===== src/rtl/muldiv_pkg.sv =====
`default_nettype none
// +----------------------------------------------------------------------------+
// | Module      : muldiv_pkg                                                   |
// | Description : Shared decoder op codes, FSM state type and op-class helpers |
// |               for the RV32M multiply/divide unit.                          |
// | Revision    : 1.0 - initial release                                        |
// +----------------------------------------------------------------------------+
package muldiv_pkg;

  // Decoder control codes handled by the multiply/divide unit.
  localparam logic [4:0] C_OP_MUL    = 5'h0A;
  localparam logic [4:0] C_OP_MULH   = 5'h0B;
  localparam logic [4:0] C_OP_MULHSU = 5'h0C;
  localparam logic [4:0] C_OP_MULHU  = 5'h0D;
  localparam logic [4:0] C_OP_DIV    = 5'h0E;
  localparam logic [4:0] C_OP_DIVU   = 5'h0F;
  localparam logic [4:0] C_OP_REM    = 5'h10;
  localparam logic [4:0] C_OP_REMU   = 5'h11;

  typedef enum logic [1:0] {
    ST_IDLE = 2'd0,
    ST_RUN  = 2'd1,
    ST_DONE = 2'd2
  } muldiv_state_t;

  // True for any code this unit accepts.
  function automatic logic is_muldiv_op(input logic [4:0] control);
    return (control >= C_OP_MUL) && (control <= C_OP_REMU);
  endfunction

  // True for the four divide/remainder codes.
  function automatic logic is_div_op(input logic [4:0] control);
    return (control >= C_OP_DIV) && (control <= C_OP_REMU);
  endfunction

endpackage
`default_nettype wire


===== src/rtl/muldiv_sign_fix.sv =====
`default_nettype none
// +----------------------------------------------------------------------------+
// | Module      : muldiv_sign_fix                                              |
// | Description : Combinational operand magnitude/sign capture and final       |
// |               result negation with divide special-case selection.          |
// | Revision    : 1.0 - initial release                                        |
// +----------------------------------------------------------------------------+
module muldiv_sign_fix
  import muldiv_pkg::*;
#(
  parameter int XLEN = 32
) (
  // Operand capture side (raw decoder inputs)
  input  logic [4:0]        ctrl_i,
  input  logic [XLEN-1:0]   a_i,
  input  logic [XLEN-1:0]   b_i,
  output logic [XLEN-1:0]   mag_a_o,
  output logic [XLEN-1:0]   mag_b_o,
  output logic              neg_a_o,
  output logic              neg_b_o,
  // Result side (latched op state plus final datapath values)
  input  logic [4:0]        op_i,
  input  logic              fneg_a_i,
  input  logic              fneg_b_i,
  input  logic [XLEN-1:0]   fmag_a_i,
  input  logic [XLEN-1:0]   fmag_b_i,
  input  logic [2*XLEN-1:0] prod_i,
  input  logic [XLEN-1:0]   quo_i,
  input  logic [XLEN-1:0]   rem_i,
  output logic [XLEN-1:0]   result_o
);

  localparam logic [XLEN-1:0] C_MIN_NEG = {1'b1, {(XLEN-1){1'b0}}};
  localparam logic [XLEN-1:0] C_ONE     = XLEN'(1);

  logic              w_sgn_a;
  logic              w_sgn_b;
  logic [2*XLEN-1:0] w_prod_fix;
  logic [XLEN-1:0]   w_quo_fix;
  logic [XLEN-1:0]   w_rem_fix;
  logic [XLEN-1:0]   w_orig_a;
  logic              w_div_zero;
  logic              w_ovf;

  // Signed operand positions: MULH both, MULHSU rs1 only, DIV/REM both.
  always_comb begin
    w_sgn_a = (ctrl_i == C_OP_MULH) || (ctrl_i == C_OP_MULHSU) ||
              (ctrl_i == C_OP_DIV)  || (ctrl_i == C_OP_REM);
    w_sgn_b = (ctrl_i == C_OP_MULH) || (ctrl_i == C_OP_DIV) ||
              (ctrl_i == C_OP_REM);
    neg_a_o = w_sgn_a & a_i[XLEN-1];
    neg_b_o = w_sgn_b & b_i[XLEN-1];
    mag_a_o = neg_a_o ? -a_i : a_i;
    mag_b_o = neg_b_o ? -b_i : b_i;
  end

  // Restore signs on the unsigned core results and pick the architectural result.
  always_comb begin
    w_prod_fix = (fneg_a_i ^ fneg_b_i) ? -prod_i : prod_i;
    w_quo_fix  = (fneg_a_i ^ fneg_b_i) ? -quo_i  : quo_i;
    w_rem_fix  = fneg_a_i ? -rem_i : rem_i;
    w_orig_a   = fneg_a_i ? -fmag_a_i : fmag_a_i;
    w_div_zero = (fmag_b_i == '0);
    // Only signed divides can set both flags, so this is the INT_MIN / -1 case.
    w_ovf      = fneg_a_i && fneg_b_i && (fmag_a_i == C_MIN_NEG) && (fmag_b_i == C_ONE);
    result_o   = '0;
    case (op_i)
      C_OP_MUL:                           result_o = w_prod_fix[XLEN-1:0];
      C_OP_MULH, C_OP_MULHSU, C_OP_MULHU: result_o = w_prod_fix[2*XLEN-1:XLEN];
      C_OP_DIV, C_OP_DIVU: begin
        if (w_div_zero)  result_o = '1;
        else if (w_ovf)  result_o = C_MIN_NEG;
        else             result_o = w_quo_fix;
      end
      C_OP_REM, C_OP_REMU: begin
        if (w_div_zero)  result_o = w_orig_a;
        else if (w_ovf)  result_o = '0;
        else             result_o = w_rem_fix;
      end
      default:           result_o = '0;
    endcase
  end

endmodule
`default_nettype wire


===== src/rtl/muldiv_unit.sv =====
`default_nettype none
// +----------------------------------------------------------------------------+
// | Module      : muldiv_unit                                                  |
// | Description : Iterative radix-2 RV32M multiply/divide unit, fixed latency  |
// |               XLEN+1 cycles, one operation in flight.                      |
// | Revision    : 1.0 - initial release                                        |
// +----------------------------------------------------------------------------+
module muldiv_unit
  import muldiv_pkg::*;
#(
  parameter int XLEN = 32
) (
  input  logic            clk,
  input  logic            rst,
  input  logic            start,
  input  logic            kill,
  input  logic [4:0]      control,
  input  logic [XLEN-1:0] op_a,
  input  logic [XLEN-1:0] op_b,
  input  logic [4:0]      rd_in,
  output logic            busy,
  output logic            done,
  output logic [XLEN-1:0] result,
  output logic [4:0]      rd_out
);

  localparam int              CW        = $clog2(XLEN) + 1;
  localparam logic [CW-1:0]   C_CNT_MAX = CW'(XLEN);

  muldiv_state_t     state_q, state_d;
  logic [CW-1:0]     cnt_q, cnt_d;
  logic [4:0]        op_q, op_d;
  logic [4:0]        tag_q, tag_d;
  logic              neg_a_q, neg_a_d;
  logic              neg_b_q, neg_b_d;
  logic [XLEN-1:0]   mag_a_q, mag_a_d;
  logic [XLEN-1:0]   mag_b_q, mag_b_d;
  // Multiply: full product. Divide: low half holds dividend bits shifting out
  // and quotient bits shifting in.
  logic [2*XLEN-1:0] prod_q, prod_d;
  logic [XLEN-1:0]   rem_q, rem_d;
  logic [XLEN-1:0]   result_q, result_d;
  logic [4:0]        rd_out_q, rd_out_d;

  logic              w_accept;
  logic [XLEN-1:0]   w_mag_a;
  logic [XLEN-1:0]   w_mag_b;
  logic              w_neg_a;
  logic              w_neg_b;
  logic [XLEN-1:0]   w_fix_result;
  logic [XLEN:0]     w_sum;
  logic [XLEN:0]     w_rshift;
  logic [XLEN:0]     w_diff;

  muldiv_sign_fix #(
    .XLEN (XLEN)
  ) u_sign_fix (
    .ctrl_i   (control),
    .a_i      (op_a),
    .b_i      (op_b),
    .mag_a_o  (w_mag_a),
    .mag_b_o  (w_mag_b),
    .neg_a_o  (w_neg_a),
    .neg_b_o  (w_neg_b),
    .op_i     (op_q),
    .fneg_a_i (neg_a_q),
    .fneg_b_i (neg_b_q),
    .fmag_a_i (mag_a_q),
    .fmag_b_i (mag_b_q),
    .prod_i   (prod_q),
    .quo_i    (prod_q[XLEN-1:0]),
    .rem_i    (rem_q),
    .result_o (w_fix_result)
  );

  assign w_accept = start && !kill && is_muldiv_op(control) && (state_q != ST_RUN);
  assign busy     = (state_q == ST_RUN);
  assign done     = (state_q == ST_DONE);
  assign result   = result_q;
  assign rd_out   = rd_out_q;

  // One iteration step: shift-add for multiply, restoring shift-subtract for divide.
  always_comb begin
    w_sum    = {1'b0, prod_q[2*XLEN-1:XLEN]} + (prod_q[0] ? {1'b0, mag_a_q} : '0);
    w_rshift = {rem_q, prod_q[XLEN-1]};
    w_diff   = w_rshift - {1'b0, mag_b_q};
  end

  // Next-state, counter and datapath updates.
  always_comb begin
    state_d  = state_q;
    cnt_d    = cnt_q;
    op_d     = op_q;
    tag_d    = tag_q;
    neg_a_d  = neg_a_q;
    neg_b_d  = neg_b_q;
    mag_a_d  = mag_a_q;
    mag_b_d  = mag_b_q;
    prod_d   = prod_q;
    rem_d    = rem_q;
    result_d = result_q;
    rd_out_d = rd_out_q;

    case (state_q)
      ST_IDLE: begin
        if (w_accept) state_d = ST_RUN;
      end
      ST_RUN: begin
        if (kill) begin
          state_d = ST_IDLE;
        end else if (cnt_q == C_CNT_MAX) begin
          state_d  = ST_DONE;
          result_d = w_fix_result;
          rd_out_d = tag_q;
        end else begin
          cnt_d = cnt_q + CW'(1);
          if (is_div_op(op_q)) begin
            // A clear borrow bit means the divisor fits: keep the difference.
            if (!w_diff[XLEN]) begin
              rem_d  = w_diff[XLEN-1:0];
              prod_d = {prod_q[2*XLEN-1:XLEN], prod_q[XLEN-2:0], 1'b1};
            end else begin
              rem_d  = w_rshift[XLEN-1:0];
              prod_d = {prod_q[2*XLEN-1:XLEN], prod_q[XLEN-2:0], 1'b0};
            end
          end else begin
            prod_d = {w_sum, prod_q[XLEN-1:1]};
          end
        end
      end
      ST_DONE: begin
        state_d = w_accept ? ST_RUN : ST_IDLE;
      end
      default: state_d = ST_IDLE;
    endcase

    if (w_accept) begin
      op_d    = control;
      tag_d   = rd_in;
      neg_a_d = w_neg_a;
      neg_b_d = w_neg_b;
      mag_a_d = w_mag_a;
      mag_b_d = w_mag_b;
      cnt_d   = '0;
      rem_d   = '0;
      // Divide shifts the dividend out of the low half; multiply shifts the multiplier.
      prod_d  = is_div_op(control) ? {{XLEN{1'b0}}, w_mag_a} : {{XLEN{1'b0}}, w_mag_b};
    end
  end

  // State and datapath registers with synchronous reset.
  always_ff @(posedge clk) begin
    if (rst) begin
      state_q  <= ST_IDLE;
      cnt_q    <= '0;
      op_q     <= '0;
      tag_q    <= '0;
      neg_a_q  <= 1'b0;
      neg_b_q  <= 1'b0;
      mag_a_q  <= '0;
      mag_b_q  <= '0;
      prod_q   <= '0;
      rem_q    <= '0;
      result_q <= '0;
      rd_out_q <= '0;
    end else begin
      state_q  <= state_d;
      cnt_q    <= cnt_d;
      op_q     <= op_d;
      tag_q    <= tag_d;
      neg_a_q  <= neg_a_d;
      neg_b_q  <= neg_b_d;
      mag_a_q  <= mag_a_d;
      mag_b_q  <= mag_b_d;
      prod_q   <= prod_d;
      rem_q    <= rem_d;
      result_q <= result_d;
      rd_out_q <= rd_out_d;
    end
  end

endmodule
`default_nettype wire


===== config.mk =====
export PLATFORM = sky130hd
export DESIGN_NAME = muldiv_unit
export DESIGN_NICKNAME = d
export VERILOG_FILES = /design/src/rtl/muldiv_pkg.sv /design/src/rtl/muldiv_sign_fix.sv /design/src/rtl/muldiv_unit.sv
export SDC_FILE = /design/constraint.sdc
export NUM_CORES = 1
export LEC_CHECK = 0
export ABC_CLOCK_PERIOD_IN_PS = 4000
export CORE_AREA = 3 3 197 199
export DETAILED_ROUTE_END_ITERATION = 8
export DIE_AREA = 0 0 200 202
export PLACE_DENSITY = 0.73
export SLEW_MARGIN = 10
export SYNTH_ARGS = -nofsm -noshare
export SYNTH_HDL_FRONTEND = slang
export SYNTH_HIERARCHICAL = 1
export SYNTH_SLANG_ARGS = --single-unit

===== constraint.sdc =====
create_clock -name clk -period 4 [get_ports clk]
set_clock_uncertainty 0.15 [all_clocks]
set_input_delay 0.8 -clock clk [delete_from_list [all_inputs] [get_ports clk]]
set_output_delay 0.8 -clock clk [all_outputs]
set_load 0.005 [all_outputs]

==> Word level (Yosys, flattened, before mapping) <==
Cells that the tools add are included.
{ "classes": {"bitwise_logic": 5, "multipliers": 0, "mux": 25, "n_addsub": 9, "reduce_logical": 28, "n_lt_le_gt_ge": 5, "eq_ne": 23, "n_div": 0, "n_shift": 0} }
{ "op_table": {"columns": ["operator", "n"], "rows": [
  ["32-bit two-way mux", 12],
  ["64-bit two-way mux", 6],
  ["32-bit negation", 5],
  ["32-bit one-hot mux with 4 select lines", 1],
  ["64-bit negation", 1],
  ["5-bit by 4-bit equality test with 1-bit output (second input constant)", 9],
  ["32-bit by 32-bit adder with 33-bit output", 1],
  ["33-bit by 32-bit subtractor with 33-bit output", 1],
  ["32-bit by 1-bit equality test with 1-bit output (second input constant)", 1],
  ["32-bit equality test (second input constant)", 1],
  ["32-bit logical NOT", 1],
  ["5-bit equality test (second input constant)", 3],
  ["5-bit by 4-bit greater-or-equal comparator with 1-bit output (second input constant)", 3],
  ["5-bit <= comparator (second input constant)", 2],
  ["1-bit logical AND", 9],
  ["3-bit AND reduction", 3],
  ["4-bit AND reduction", 2],
  ["6-bit by 1-bit adder with 6-bit output (second input constant)", 1],
  ["6-bit equality test (second input constant)", 1],
  ["2-bit two-way mux", 3],
  ["2-bit != test (second input constant)", 3],
  ["2-bit one-hot mux with 3 select lines", 1],
  ["2-bit OR reduction", 3],
  ["1-bit logical OR", 5],
  ["other kinds (13)", 17]
]} }
{ "word_totals": {"register_bits": 217, "mem_bits_rw": 0, "romBits": 0, "in_bits": 78, "n_memories": 0, "output_inout_bits": 39, "word_cells": 108, "latchBits": 0} }

==> Depth between registers and ports, before layout <==
{ "logic_depth": {"depth_word": 8, "mapped_depth": 15} }

==> By module <==
The synthesis kept the hierarchy.
{ "by_module_without_submodules": {"columns": ["module", "seq_area_each_um2", "cells_each", "n_inst", "area_per_inst_um2"], "rows": [
  ["muldiv_unit", 4344.2, 1610, 1, 12607.1],
  ["muldiv_sign_fix", 0.0, 876, 1, 5958.2]
]} }

==> Worst setup path after synthesis <==
No wires, ideal clock.
{ "synth_timing": {"path_kind": "register -> register", "start": "register prod_q[0]", "end": "register prod_q[61]", "t_required_ps": 3728, "setup_slack_ps": 559, "stages_incl_launch_ff": 14, "arrival_time_ps": 3169, "path_buffers": 1, "path_cell_list": "dfxtp_1 clkbuf_1 and2_1 ha_1 inv_1 fa_1 nor2b_1 o211ai_1 a2111oi_0 o21bai_1 o211ai_1 a31oi_1 mux2i_1 a221o_1"} }
{ "synth_via": {"elab_chain_len": 7} }
{ "synth_lines": {"columns": ["item", "line_no", "rtl"], "rows": [
  ["from (decl)", "muldiv_unit.sv:40", "logic [2*XLEN-1:0] prod_q, prod_d;"],
  ["from (signal assigned)", "muldiv_unit.sv:175", "prod_q <= prod_d;"],
  ["32-bit two-way mux", "muldiv_unit.sv:84", "w_sum = {1'b0, prod_q[2*XLEN-1:XLEN]} + (prod_q[0] ? {1'b0, mag_a_q} : '0);"],
  ["32-bit by 32-bit adder with 33-bit output", "muldiv_unit.sv:84", null],
  ["64-bit two-way mux", "muldiv_unit.sv:117", "if (is_div_op(op_q)) begin"],
  ["64-bit two-way mux", "muldiv_unit.sv:111", "end else if (cnt_q == C_CNT_MAX) begin"],
  ["64-bit two-way mux", "muldiv_unit.sv:109", "if (kill) begin"],
  ["64-bit two-way mux", "muldiv_unit.sv:104", "case (state_q)"],
  ["64-bit two-way mux", "muldiv_unit.sv:137", "if (w_accept) begin"]
]} }
Every way passes these cells. The select of a mux whose other input is x is not followed.
A chain may end at the register's enable or synchronous reset.

==> Worst setup path after layout <==
{ "layout_timing": {"start": "register prod_q[11]", "end": "register result_q[8] (netlist: result[8])"} }
{ "layout_via": {"elab_chain_len": 3} }
{ "layout_lines": {"columns": ["item", "line_no", "rtl"], "rows": [
  ["64-bit negation", "muldiv_sign_fix.sv:59", "w_prod_fix = (fneg_a_i ^ fneg_b_i) ? -prod_i : prod_i;"],
  ["64-bit two-way mux", "muldiv_sign_fix.sv:59", null],
  ["32-bit one-hot mux with 4 select lines", "muldiv_sign_fix.sv:67", "case (op_i)"],
  ["via w_fix_result[8]", "muldiv_unit.sv:50", "logic [XLEN-1:0] w_fix_result;"],
  ["to (signal assigned)", "muldiv_unit.sv:177", "result_q <= result_d;"],
  ["to (decl)", "muldiv_unit.sv:42", "logic [XLEN-1:0] result_q, result_d;"]
]} }
The timed path passes the listed nets, and every way through them passes these cells.

==> metrics.cfg <==
[die]
core_area_sq_um = 37400
die-width_um = 200
dieArea_sq_um = 40400
ios = 117
die_y_um = 202
rows = 71
start_util = 0.4964

[cts]
cts_tree = yes
hold_buffers = 0
cts_inserted_buffers = 27
clkLatencyLatePin_ps = 570
cts.htree.levels = 1
clockRootBuffer = clkbuf_16
cts.path.max_buffers = 3
clkSinkCount = 217
cts.clk_slew.worst_paths_ps = 60

[route]
drtPass1Iterations = 6
drt_first_iter_violations = 2334
vias_per_cell = 6.455
vias = 20470
drc_errors = 0
routed_wl_um = 76160
routed_wire_length_per_instance_um = 24.02
antenna_left = 0

[worst_setup_path]
r2r_start = prod_q[11]
rr_endpoint = result[8]
cp-end-kind = register
worst_setup_path_start_kind = register
ff2ff_setup_slack_ps = 20
required_ps = 4250
ff2ff_path_depth = 11
crit_arrival_ps = 4230
critPathKind = register to register
cp_max_fo = 5

[sta]
setup_tns_ps = 0
period_minus_slack_ps = 3981
slew_headroom = 0.1021
worstMarginPinSlew_ps = 1335
slew_violations = 0
setup_viol = 0
clock.fmax_ghz = 0.2512
rsz0062_at_grt = false
hold_violations = 0
period_share = 0.9952
holdWs_ps = 304.6

[pwr]
power_density_nw_per_um2 = 280.1
ir_worst_vdd_uv = 302.4
clockPowerShare = 0.423
p_comb_frac = 0.218
p_sw_frac = 0.3045
total_leakage_power_nw = 8.841
seq_power_share = 0.360
power_switching_mw = 1.883
intPower_mw = 4.302
p_total_mw = 6.185

[final_layout]
drive_gt1_frac = 0.09850
nets = 2795
utilization = 0.5904
fillerInstances = 3562
fin_area_sq_um = 22080
num_antenna_cells = 0
area_delta_synth_final_pct = 18.93

[yosys]
seq_area_frac_synth = 0.2340
avgSynthCellArea_sq_um = 7.468
synth_warnings = 6
synthesis.area_sq_um = 18570
yosys.area.top_type_share = 0.2340
synth_commonest_cells = nand2_1, a21oi_1, dfxtp_1
synth_nets = 2639
synth_edf_count = 0
synth_flop_cell = dfxtp_1
synth-async-reset-ratio = 0
yosys.area.top_type = dfxtp_1
syn-instance-count = 2486
synthMostInstantiatedCell = nand2_1
synth.area.top_cells = dfxtp_1, nand2_1, xnor2_1
ys_ff_latch = 217
synth_cell_types = 92

[worst_hold_path]
hold_start = result[19]
worstHoldPathCells = 2
hold_end = result[19]
min_path_type = register to register

[global_routing]
grt_pass1_wl_um = 114500
grt_util_all_layers = 0.3647
grt_pass1_vias = 19090
grt_max_degree = 121
antenna_found_initial = 2
grt_overflow = 0

[placement]
io_buffers = 116
dp_hpwl_um = 59140
place.gp.congestion = 1.036
dpl_cell_area_sq_um = 21130

[run_status]
status = completed

[job]
drv_cap = 0

-- final cells by class --
class,count,area (sq um),area share
Clock inverter,9,156.4,0.007083
Tap cell,511,639.4,0.02896
Multi-Input combinational cell,2040,13360,0.6049
Inverter,74,277.8,0.01258
Timing Repair Buffer,282,2517,0.1140
Clock buffer,38,787.0,0.03564
Sequential cell,217,4347,0.1969
-- worst max path at each step --
stage          depth (start not counted)       start    endpoint
4_1_cts                               11  prod_q[11]   result[8]
6_report                              11  prod_q[11]   result[8]
3_3_place_gp                           9  prod_q[11]  result[19]
2_1_floorplan                         13   prod_q[0]  prod_q[61]
5_1_grt                                9  prod_q[22]  result[19]
3_5_place_dp                          13     op_a[9]  prod_q[31]
-- placed cells by master, fill, tap and decap left out, types with 39 or more instances in the layout --
cell               n
o21ai_0           93
clkdlybuf4s50_1  115
a21oi_1          242
dfxtp_1          215
nor2_1           127
nand2_1          388
ha_1              72
and2_1            39
mux2i_1           71
inv_1             72
xnor2_1          147
nor3_1            47
a21o_1            45
buf_4            158
xor2_1           115
o31ai_1           63
o22ai_1           48
-- power groups by stage --
stage	combinational [mW]	sequential [mW]	clock (mW)
finish	1.35	2.22	2.62
global route	1.42	2.23	2.73
CTS	1.31	2.22	2.64
detailed placement	1.30	2.27	0
global placement	1.30	2.27	0
floorplan	0.742	2.27	0
-- stage by stage --
| step | setup slack [ps] | cells |
|---|---|---|
| after detailed placement | 99.22 | 3124 |
| final | 19.34 | 3171 |
| after CTS | 143.4 | 3171 |
| after global placement | 114.2 | 3124 |
| after global routing | 11.08 | 3171 |
| after floorplan | 559.4 | 2486 |
-- registers in the layout, summed over array words and instances, names as in the netlist --
register and flops:
cnt_q 6, mag_a_q 32, mag_b_q 32, neg_a_q 1, neg_b_q 1, op_q 5
prod_q 64, rd_out 5, rem_q 32, result 32, state_q 2, tag_q 5
-- metal layers --
metal / vias to the layer above / global-route usage / wire (um)
met5: - / 0 / 11
met4: 2 / 0.1658 / 4229
met3: 194 / 0.05501 / 6382
met2: 1068 / 0.5638 / 33060
met1: 9773 / 0.5005 / 32470
li1: 9431 / - / -
-- kinds of logic after synthesis --
| family | Yosys count | synth area share |
|---|---|---|
| AND/OR/NAND/NOR | 870 | 0.2251 |
| AO/OA/AOI/OAI | 762 | 0.2768 |
| XOR/XNOR | 262 | 0.1236 |
| buffers and inverters | 229 | 0.05088 |
| flip-flops | 217 | 0.2340 |
| adder cells (fa/ha/maj) | 75 | 0.05135 |
| multiplexers | 71 | 0.03828 |
-- what timing repair did --
item,CTS,global route
setup endpoints to repair,0,2
buffers inserted,0,0
gates resized for setup,0,2
-- critical path, stage by stage, from the launching register on --
cell	delay (ps)
dfxtp_1	310
nor4_1	1100
nand4b_1	330
buf_4	260
nor4_1	510
buf_4	240
nand3b_1	90
nand2_1	90
xor2_1	220
o221ai_1	280
nand2_1	150
a21oi_1	70
(Power assumes the default switching activity.)
